[config.mk]
export PLATFORM = sky130hd
export DESIGN_NAME = tick_bcd_counter_flat
export DESIGN_NICKNAME = d
export VERILOG_FILES = /design/src/rtl/tick_bcd_counter_if.sv /design/src/rtl/tick_bcd_counter.sv /design/src/flat_wrapper.sv
export SDC_FILE = /design/constraint.sdc
export NUM_CORES = 1
export LEC_CHECK = 0
export CAP_MARGIN = 20
export CORE_UTILIZATION = 51
export DETAILED_ROUTE_END_ITERATION = 6
export PLACE_DENSITY_LB_ADDON = 0.05
export SLEW_MARGIN = 10
export SYNTH_ARGS = -nofsm -noshare
export SYNTH_HDL_FRONTEND = slang
export SYNTH_SLANG_ARGS = --single-unit
export TNS_END_PERCENT = 1
[constraint.sdc]
create_clock -name clock -period 7.5 [get_ports clock]
set_clock_uncertainty 0.2 [all_clocks]
set_input_delay 1.5 -clock clock [delete_from_list [all_inputs] [get_ports clock]]
set_output_delay 1.5 -clock clock [all_outputs]
set_load 0.01 [all_outputs]
[src/rtl/tick_bcd_counter_if.sv]
// Control inputs and display/status outputs of the tick-driven BCD counter.
interface tick_bcd_counter_if;
  logic       tick;
  logic       start_stop;
  logic       clear;
  logic       up_down;
  logic       wrap_enable;
  logic [3:0] bcd_tens;
  logic [3:0] bcd_ones;
  logic [6:0] hex1;
  logic [6:0] hex0;
  logic       running;
  logic       terminal;

  // Driver side: the board/testbench that supplies controls and reads the display.
  modport master (
    output tick, start_stop, clear, up_down, wrap_enable,
    input  bcd_tens, bcd_ones, hex1, hex0, running, terminal
  );

  // Counter side.
  modport slave (
    input  tick, start_stop, clear, up_down, wrap_enable,
    output bcd_tens, bcd_ones, hex1, hex0, running, terminal
  );
endinterface

[src/rtl/tick_bcd_counter.sv]
// Two-digit BCD up/down counter advanced by divider ticks, with a push-button
// run/pause FSM, terminal-count handling and registered 7-segment decodes.
module tick_bcd_counter #(
  parameter int unsigned MAX_COUNT = 99
) (
  input logic               clock,
  input logic               reset,
  tick_bcd_counter_if.slave bus
);

  localparam logic [3:0] MaxTens = 4'(MAX_COUNT / 10);
  localparam logic [3:0] MaxOnes = 4'(MAX_COUNT % 10);

  typedef enum logic [1:0] {StStopped, StRunning, StPaused} state_e;

  // Active-low segment pattern, bit0 = segment a; blank for non-BCD codes.
  function automatic logic [6:0] seg7(input logic [3:0] digit);
    logic [6:0] seg;
    case (digit)
      4'd0:    seg = 7'b1000000;
      4'd1:    seg = 7'b1111001;
      4'd2:    seg = 7'b0100100;
      4'd3:    seg = 7'b0110000;
      4'd4:    seg = 7'b0011001;
      4'd5:    seg = 7'b0010010;
      4'd6:    seg = 7'b0000010;
      4'd7:    seg = 7'b1111000;
      4'd8:    seg = 7'b0000000;
      4'd9:    seg = 7'b0010000;
      default: seg = 7'b1111111;
    endcase
    return seg;
  endfunction

  logic       sync1_q, sync1_d;
  logic       sync2_q, sync2_d;
  logic       sync3_q, sync3_d;
  state_e     state_q, state_d;
  logic [3:0] tens_q, tens_d;
  logic [3:0] ones_q, ones_d;
  logic       terminal_q, terminal_d;
  logic       running_q, running_d;
  logic [6:0] hex1_q, hex1_d;
  logic [6:0] hex0_q, hex0_d;

  logic   press;
  logic   at_max;
  logic   at_zero;
  state_e state_tick;

  // Button synchroniser, edge-detect history and display decodes.
  always_comb begin
    sync1_d = bus.start_stop;
    sync2_d = sync1_q;
    sync3_d = sync2_q;
    hex1_d  = seg7(tens_q);
    hex0_d  = seg7(ones_q);
  end

  // Rising edge of the synchronised button; a held button yields one press.
  assign press   = sync2_q & ~sync3_q;
  assign at_max  = (tens_q == MaxTens) && (ones_q == MaxOnes);
  assign at_zero = (tens_q == 4'd0) && (ones_q == 4'd0);

  // Count update and FSM: clear beats press beats tick; a tick is judged
  // against the pre-press state and the press then acts on the result.
  always_comb begin
    tens_d     = tens_q;
    ones_d     = ones_q;
    state_d    = state_q;
    state_tick = state_q;
    terminal_d = 1'b0;

    if (bus.clear) begin
      tens_d  = 4'd0;
      ones_d  = 4'd0;
      state_d = StStopped;
    end else begin
      if (bus.tick && (state_q == StRunning)) begin
        if (bus.up_down) begin
          if (at_max) begin
            terminal_d = 1'b1;
            if (bus.wrap_enable) begin
              tens_d = 4'd0;
              ones_d = 4'd0;
            end else begin
              state_tick = StStopped;
            end
          end else if (ones_q == 4'd9) begin
            ones_d = 4'd0;
            tens_d = tens_q + 4'd1;
          end else begin
            ones_d = ones_q + 4'd1;
          end
        end else begin
          if (at_zero) begin
            terminal_d = 1'b1;
            if (bus.wrap_enable) begin
              tens_d = MaxTens;
              ones_d = MaxOnes;
            end else begin
              state_tick = StStopped;
            end
          end else if (ones_q == 4'd0) begin
            ones_d = 4'd9;
            tens_d = tens_q - 4'd1;
          end else begin
            ones_d = ones_q - 4'd1;
          end
        end
      end

      state_d = state_tick;
      if (press) begin
        unique case (state_tick)
          StStopped: begin
            state_d = StRunning;
            // Starting from the limit of the chosen direction restarts the sweep.
            if (bus.up_down && (tens_d == MaxTens) && (ones_d == MaxOnes)) begin
              tens_d = 4'd0;
              ones_d = 4'd0;
            end else if (!bus.up_down && (tens_d == 4'd0) && (ones_d == 4'd0)) begin
              tens_d = MaxTens;
              ones_d = MaxOnes;
            end
          end
          StRunning: state_d = StPaused;
          StPaused:  state_d = StRunning;
          default:   state_d = StStopped;
        endcase
      end
    end

    running_d = (state_d == StRunning);
  end

  // All state registers, cleared asynchronously.
  always_ff @(posedge clock or posedge reset) begin
    if (reset) begin
      sync1_q    <= 1'b0;
      sync2_q    <= 1'b0;
      sync3_q    <= 1'b0;
      state_q    <= StStopped;
      tens_q     <= 4'd0;
      ones_q     <= 4'd0;
      terminal_q <= 1'b0;
      running_q  <= 1'b0;
      hex1_q     <= 7'b1000000;
      hex0_q     <= 7'b1000000;
    end else begin
      sync1_q    <= sync1_d;
      sync2_q    <= sync2_d;
      sync3_q    <= sync3_d;
      state_q    <= state_d;
      tens_q     <= tens_d;
      ones_q     <= ones_d;
      terminal_q <= terminal_d;
      running_q  <= running_d;
      hex1_q     <= hex1_d;
      hex0_q     <= hex0_d;
    end
  end

  assign bus.bcd_tens = tens_q;
  assign bus.bcd_ones = ones_q;
  assign bus.hex1     = hex1_q;
  assign bus.hex0     = hex0_q;
  assign bus.running  = running_q;
  assign bus.terminal = terminal_q;

endmodule

[src/flat_wrapper.sv]
// flat-port wrapper written by rule: the top's interface ports become plain ports
module tick_bcd_counter_flat 
#(
  parameter int unsigned MAX_COUNT = 99
)
  (clock, reset, bus_tick, bus_start_stop, bus_clear, bus_up_down, bus_wrap_enable, bus_bcd_tens, bus_bcd_ones, bus_hex1, bus_hex0, bus_running, bus_terminal);
  tick_bcd_counter_if bus_i ();
  input logic clock;
  input logic reset;
  input wire logic [$bits(bus_i.tick)-1:0] bus_tick;
  input wire logic [$bits(bus_i.start_stop)-1:0] bus_start_stop;
  input wire logic [$bits(bus_i.clear)-1:0] bus_clear;
  input wire logic [$bits(bus_i.up_down)-1:0] bus_up_down;
  input wire logic [$bits(bus_i.wrap_enable)-1:0] bus_wrap_enable;
  output wire logic [$bits(bus_i.bcd_tens)-1:0] bus_bcd_tens;
  output wire logic [$bits(bus_i.bcd_ones)-1:0] bus_bcd_ones;
  output wire logic [$bits(bus_i.hex1)-1:0] bus_hex1;
  output wire logic [$bits(bus_i.hex0)-1:0] bus_hex0;
  output wire logic [$bits(bus_i.running)-1:0] bus_running;
  output wire logic [$bits(bus_i.terminal)-1:0] bus_terminal;
  assign bus_i.tick = bus_tick;
  assign bus_i.start_stop = bus_start_stop;
  assign bus_i.clear = bus_clear;
  assign bus_i.up_down = bus_up_down;
  assign bus_i.wrap_enable = bus_wrap_enable;
  assign bus_bcd_tens = bus_i.bcd_tens;
  assign bus_bcd_ones = bus_i.bcd_ones;
  assign bus_hex1 = bus_i.hex1;
  assign bus_hex0 = bus_i.hex0;
  assign bus_running = bus_i.running;
  assign bus_terminal = bus_i.terminal;
  tick_bcd_counter #(.MAX_COUNT(MAX_COUNT)) u_core (.clock(clock), .reset(reset), .bus(bus_i));
endmodule
# [Word level (Yosys, flattened, before mapping)]
# Memories as Yosys holds them, arrays and structs flattened. A register that Yosys moved wholly into a read port is not among the register bits.
# Cells that the tools add are included.
[totals] latch_bits=0 mem_bits_rw=0 memories=2 inputBits=7 rom_bits=224 out_inout_bits=24 word_cells=80 regBits=15
[classes] div=0 order_cmp=0 shifts=0 n_reduce_logical=14 mul=0 n_eq_ne=8 addsub=4 bitwise=2 muxes=42
[mem_list] name="(name not given)" depth=16 word_bits=7 read_ports=1 rd_clocked_by_memory_dff=1 wr=0 line_no="tick_bcd_counter.sv:19" text="case (digit)"
[mem_list] name="(name not given)" depth=16 word_bits=7 read_ports=1 rd_clocked_by_memory_dff=1 wr=0 line_no="tick_bcd_counter.sv:19"
[ops] cell="$mux W4" n=28
[ops] cell="$eq A4 B4 Y1 const B" n=4
[ops] cell="$logic_not A4 Y1" n=4
[ops] cell="$mux W2" n=8
[ops] cell="$add A4 B1 Y4 const B" n=2
[ops] cell="$sub A4 B1 Y4 const B" n=2
[ops] cell="$logic_and A1 B1 Y1" n=7
[ops] cell="$eq A2 B1 Y1 const B" n=3
[ops] cell="$mux W1" n=5
[ops] cell="$pmux W2 S2" n=1
[ops] cell="$eq A2 B2 Y1 const B" n=1
[ops] cell="$logic_not A2 Y1" n=1
[ops] cell="$reduce_or A2 Y1" n=1
[ops] cell="$and A1 B1 Y1" n=1
[ops] cell="$logic_not A1 Y1" n=1
[ops] cell="$not A1 Y1" n=1

# [Depth between registers and ports, before layout]
[logic_depth] depth_word=14 mapped_depth=10

# [Worst setup path before layout]
# No wires, ideal clock.
[synth_path] path_kind="input to register" startpoint="in bus_wrap_enable" endpoint="reg u_core.ones_q[0] (netlist: u_core.bus.bcd_ones[0])" t_arrival_ns=3.085 setup_time_ns=0.094 required_time_ns=7.206 setup_slack_ns=4.121 path_stages=6 cell_sequence="or4b_4 o311ai_2 mux2i_1 nor4_1 nand4_1 a211oi_1"
[synth_between] elab_chain_cells=13 word_cells_on_any_way=34
[synth_rtl] item="start: declaration" line_no="flat_wrapper.sv:14" text="input wire logic [$bits(bus_i.wrap_enable)-1:0] bus_wrap_enable;"
[synth_rtl] item="$mux W4 (on tied branches)" line_no="tick_bcd_counter.sv:98, tick_bcd_counter.sv:83"
[synth_rtl] item="$mux W4 (on tied branches)" line_no="tick_bcd_counter.sv:96, tick_bcd_counter.sv:81"
[synth_rtl] item="$mux W4" line_no="tick_bcd_counter.sv:80" text="if (bus.up_down) begin"
[synth_rtl] item="$mux W4" line_no="tick_bcd_counter.sv:79" text="if (bus.tick && (state_q == StRunning)) begin"
[synth_rtl] item="$mux W4" line_no="tick_bcd_counter.sv:74" text="if (bus.clear) begin"
[synth_rtl] item="$logic_not A4 Y1" line_no="tick_bcd_counter.sv:122" text="end else if (!bus.up_down && (tens_d == 4'd0) && (ones_d == 4'd0)) begin"
[synth_rtl] item="$logic_and A1 B1 Y1 (2 in series)" line_no="tick_bcd_counter.sv:122"
[synth_rtl] item="$mux W4" line_no="tick_bcd_counter.sv:122"
[synth_rtl] item="$mux W4" line_no="tick_bcd_counter.sv:119" text="if (bus.up_down && (tens_d == MaxTens) && (ones_d == MaxOnes)) begin"
[synth_rtl] item="$mux W4" line_no="tick_bcd_counter.sv:115" text="unique case (state_tick)"
[synth_rtl] item="$mux W4 (*)" line_no="tick_bcd_counter.sv:114" text="if (press) begin"
[synth_rtl] item="$mux W4 (*)" line_no="tick_bcd_counter.sv:74"
[synth_rtl] item="via u_core.ones_d[0]" line_no="tick_bcd_counter.sv:40" text="logic [3:0] ones_q, ones_d;"
[synth_rtl] item="end signal: assignment" line_no="tick_bcd_counter.sv:156" text="ones_q <= ones_d;"
[synth_rtl] item="end: declaration" line_no="tick_bcd_counter.sv:40"
# Mark *: on every way through the listed nets, which the timed path passes. The rest lies on a longest branch. The select of a mux whose other input is x is not followed.

# [Worst setup path in the final report]
[layout_path] startpoint="in bus_up_down" endpoint="reg u_core.ones_q[0] (netlist: u_core.bus.bcd_ones[0])"
[layout_between] elab_chain_cells=11 word_cells_on_any_way=24
[layout_rtl] item="start: declaration" line_no="flat_wrapper.sv:13" text="input wire logic [$bits(bus_i.up_down)-1:0] bus_up_down;"
[layout_rtl] item="$mux W4" line_no="tick_bcd_counter.sv:80"
[layout_rtl] item="$mux W4" line_no="tick_bcd_counter.sv:79"
[layout_rtl] item="$mux W4" line_no="tick_bcd_counter.sv:74"
[layout_rtl] item="$logic_not A4 Y1" line_no="tick_bcd_counter.sv:122"
[layout_rtl] item="$logic_and A1 B1 Y1 (2 in series)" line_no="tick_bcd_counter.sv:122"
[layout_rtl] item="$mux W4" line_no="tick_bcd_counter.sv:122"
[layout_rtl] item="$mux W4" line_no="tick_bcd_counter.sv:119"
[layout_rtl] item="$mux W4" line_no="tick_bcd_counter.sv:115"
[layout_rtl] item="$mux W4 (*)" line_no="tick_bcd_counter.sv:114"
[layout_rtl] item="$mux W4 (*)" line_no="tick_bcd_counter.sv:74"
[layout_rtl] item="via u_core.ones_d[0]" line_no="tick_bcd_counter.sv:40"
# Marked as above.

==> results.txt <==
----------------------------------------------------
[Logic synthesis]
  Post-synthesis instance area ... between 0.0015 and 0.002 mm²
  Yosys cell types ... 56
  Post-synthesis cell type with the largest combined area ... sky130_fd_sc_hd__dfrtp_1
  Mean area per synthesized cell ... 9.08 µm²
  Sequential area share after synthesis ... 0.384
  Portion of synthesized cell area occupied by the leading cell type ... 0.356
  Number of cells produced by synthesis ... ~210
  Number of enable flip-flop cells after synthesis ... 0
  Syn. warnings ... 0
  Async set-or-reset flop fraction in the synthesized netlist ... 1.00
  Flip-flop cell with the highest count after synthesis ... sky130_fd_sc_hd__dfrtp_1
  Post-synth net total ... roughly 230
  Flip-flop and latch count after synthesis ... 29
  Area contributors post-synth ... sky130_fd_sc_hd__dfrtp_1 36%, sky130_fd_sc_hd__ha_1 7.3%, sky130_fd_sc_hd__a21oi_1 4.2%

[Timing]
  RSZ-0062 raised after global routing ... false
  Total Negative Setup Slacks ... 0 ps
  Count of endpoints failing hold in the final timing report ... 0
  Max transition margin ... 0.574
  Part of the cycle the worst path needs ... 0.521
  Fmax ... between 200 and 300 MHz
  Final Critical Period ... roughly 3900 ps
  Setup-violating endpoint count in the final report ... 0
  Worst-margin pin slew ... between 600 and 700 ps
  Worst hold slack ... roughly 160 ps
  Slew Viols, Final ... 0

[Worst setup path]
  Critical path capture point type ... flip-flop
  Worst reg2reg endpoint ... u_core.bus.bcd_ones[0]
  R2R Setup Slk ... around 4300 ps
  Setup crit start kind ... input pin
  Endpoint required time on the critical path ... 7490 ps
  Start-to-end type of the worst setup path ... in -> reg
  Number of cell instances on the worst register-to-register path ... 8
  Endpoint arrival time on the critical path ... about 3900 ps
  RR Startpoint ... u_core.bus.bcd_tens[1]
  Peak fanout along the critical path ... 14

[Final layout]
  Number of nets in the finished design ... 250
  Leading cell types in the layout, fill and taps excluded ... 30 x sky130_fd_sc_hd__clkdlybuf4s50_1, 27 x sky130_fd_sc_hd__dfrtp_1, 20 x sky130_fd_sc_hd__nor2_1
  # fillers ... between 200 and 300
  Fraction of the core area covered by cells at the end of the flow ... 0.669
  Most common cell after layout, fill and taps aside ... sky130_fd_sc_hd__clkdlybuf4s50_1
  Ant diodes ... 0
  Ratio of cells with drive above 1 in the final layout ... 0.0773
  Relative area change from synthesis to final layout ... 21.4%

[GRT]
  Global-route wire length before repair ... between 7000 and 8000 µm
  Total global-route track usage ... 0.254
  GRT overflow ... 0
  Antenna violations before repair ... 0
  Via count of the first global-routing pass ... approximately 1700
  Maximum number of pins on one net before global-route repair ... 30

[Clocking]
  Post-CTS Repair Setup Buffers ... 0
  # resized after CTS ... 0
  Number of clock sinks ... 29
  Buffer cell driving the clock tree root ... sky130_fd_sc_hd__clkbuf_8
  Number of buffers between clock root and the deepest sink ... 2
  CTS tree ... yes
  Number of H-tree branching levels ... 2
  Insertion delay of the later-clocked pin in the worst-skew pair ... about 290 ps
  Cts bufs inserted ... 5
  Worst-path clk slew ... 60 ps
  Hold buffer count at cts ... 0

[Pwr]
  Total leakage power ... 0.949 nW
  Worst IR drop on VDD ... about 0.13 mV
  Pwr Density ... between 150 and 200 mW/mm²

[Routing]
  Via/cell ratio ... about 6.5
  DR iter-0 viols ... 115
  Average detailed-routed wire length per instance ... between 15 and 20 µm
  Vias ... around 1800
  ANT nets after route ... 0
  Drt first pass iters ... 4
  Number of remaining DRC errors ... 0
  Wire length reported by the detailed router ... 4700 µm

[Placement]
  Placed wire-length estimate ... approximately 3300 µm
  Port buffer count ... 30
  Routability cong. ... ~0.95

[Floorplan]
  Placeable core region ... between 0.003 and 0.004 mm²
  Floorplan die area ... approximately 0.0040 mm²
  Count of standard-cell rows ... 21
  Die boundary width ... 63.0 µm
  Top Ports ... 31
  Die height ... between 60 and 70 µm
  Initial core utilization ... 0.551

[Min path]
  Number of stages on the worst hold path ... 0
  Origin of the worst min-delay path ... u_core.sync1_q
  End of the worst hold path ... u_core.sync2_q
  Type of the tightest min-delay check ... reg -> reg

[Status]
  Result of the run ... complete, no violations

[Run]
  Number of max-capacitance violations reported ... 0

----------------------------------------------------
==> layout make-up <==
type                    instances  area (µm²)  share of cell area
clock buffers                   8        90.1              0.0391
multi-input cells             155        1060               0.461
repair buffers                 31         328               0.142
well taps                      46        57.6              0.0250
inverters                      10        37.5              0.0163
flip-flops and latches         29         728               0.316
==> Yosys cell counts, types with 3 or more instances <==
master,instances
sky130_fd_sc_hd__nand3b_1,6
sky130_fd_sc_hd__a311oi_1,4
sky130_fd_sc_hd__nor3_1,3
sky130_fd_sc_hd__a21oi_1,16
sky130_fd_sc_hd__nor4_1,4
sky130_fd_sc_hd__nand2b_1,5
sky130_fd_sc_hd__a211oi_1,5
sky130_fd_sc_hd__nor2_1,20
sky130_fd_sc_hd__o21ai_0,11
sky130_fd_sc_hd__a31oi_1,5
sky130_fd_sc_hd__nand2_1,16
sky130_fd_sc_hd__dfrtp_1,27
sky130_fd_sc_hd__clkbuf_1,8
sky130_fd_sc_hd__buf_2,5
sky130_fd_sc_hd__ha_1,11
sky130_fd_sc_hd__or2_2,3
sky130_fd_sc_hd__nand4_1,4
sky130_fd_sc_hd__inv_1,9
sky130_fd_sc_hd__mux2i_1,3
==> flip-flops by register name (all words and copies together) (netlist names) <==
name and flops:
u_core.bus.hex1 7, u_core.bus.terminal 1, u_core.bus.hex0 7, u_core.bus.bcd_ones 4, u_core.sync2_q 1, u_core.bus.bcd_tens 4
u_core.state_q 2, u_core.sync1_q 1, u_core.sync3_q 1, u_core.bus.running 1
==> worst max path at each step <==
stage	startpoint	to	slack, ps	depth (start not counted)
2_1_floorplan	bus_wrap_enable	u_core.bus.bcd_ones[0]	4120	6
3_3_place_gp	bus_wrap_enable	u_core.bus.bcd_ones[3]	3400	7
3_5_place_dp	bus_wrap_enable	u_core.bus.bcd_ones[0]	3350	7
4_1_cts	bus_up_down	u_core.bus.bcd_ones[0]	3650	7
5_1_grt	bus_up_down	u_core.bus.bcd_ones[0]	3380	7
6_report	bus_up_down	u_core.bus.bcd_ones[0]	3590	7
==> metrics by stage <==
step           setup WS (ps)  total power, W  std cells  instance area (µm²)
2_1_floorplan           4120        0.000255        209                 1900
3_3_place_gp            3400        0.000299        270                 2180
3_5_place_dp            3350        0.000300        270                 2180
4_1_cts                 3650        0.000432        278                 2270
5_1_grt                 3380        0.000457        279                 2300
6_report                3590        0.000435        279                 2300
==> metal layers <==
metal | wire, µm | part of all wire | track usage
met3 | 409 | 0.087 | 0.0620
met1 | 1970 | 0.42 | 0.318
met2 | 2150 | 0.46 | 0.399
met4 | 172 | 0.037 | 0.137
met5 | 0 | 0 | 0
==> report_power, final <==
group / switching (W) / internal (W) / total [W]
registers: 0.0000136 / 0.000172 / 0.000186
logic: 0.0000597 / 0.0000554 / 0.000115
clock network: 0.0000592 / 0.0000747 / 0.000134
==> kinds of logic after synthesis <==
kind of cell / Yosys count / synth area share
AND/OR/NAND/NOR: 80 / 0.251
adder cells (fa/ha/maj): 11 / 0.0726
buffers and inverters: 25 / 0.0567
XOR/XNOR: 1 / 0.00462
AO/OA/AOI/OAI: 60 / 0.216
flip-flops: 29 / 0.384
multiplexers: 3 / 0.0158
==> critical path: stages <==
cell and delay [ps]:
sky130_fd_sc_hd__clkdlybuf4s50_1 650, sky130_fd_sc_hd__or4bb_1 640, sky130_fd_sc_hd__nor4_1 300, sky130_fd_sc_hd__nor2_1 100
sky130_fd_sc_hd__and4bb_1 220, sky130_fd_sc_hd__and4bb_2 270, sky130_fd_sc_hd__a211oi_1 210
(Power assumes the default switching activity.)
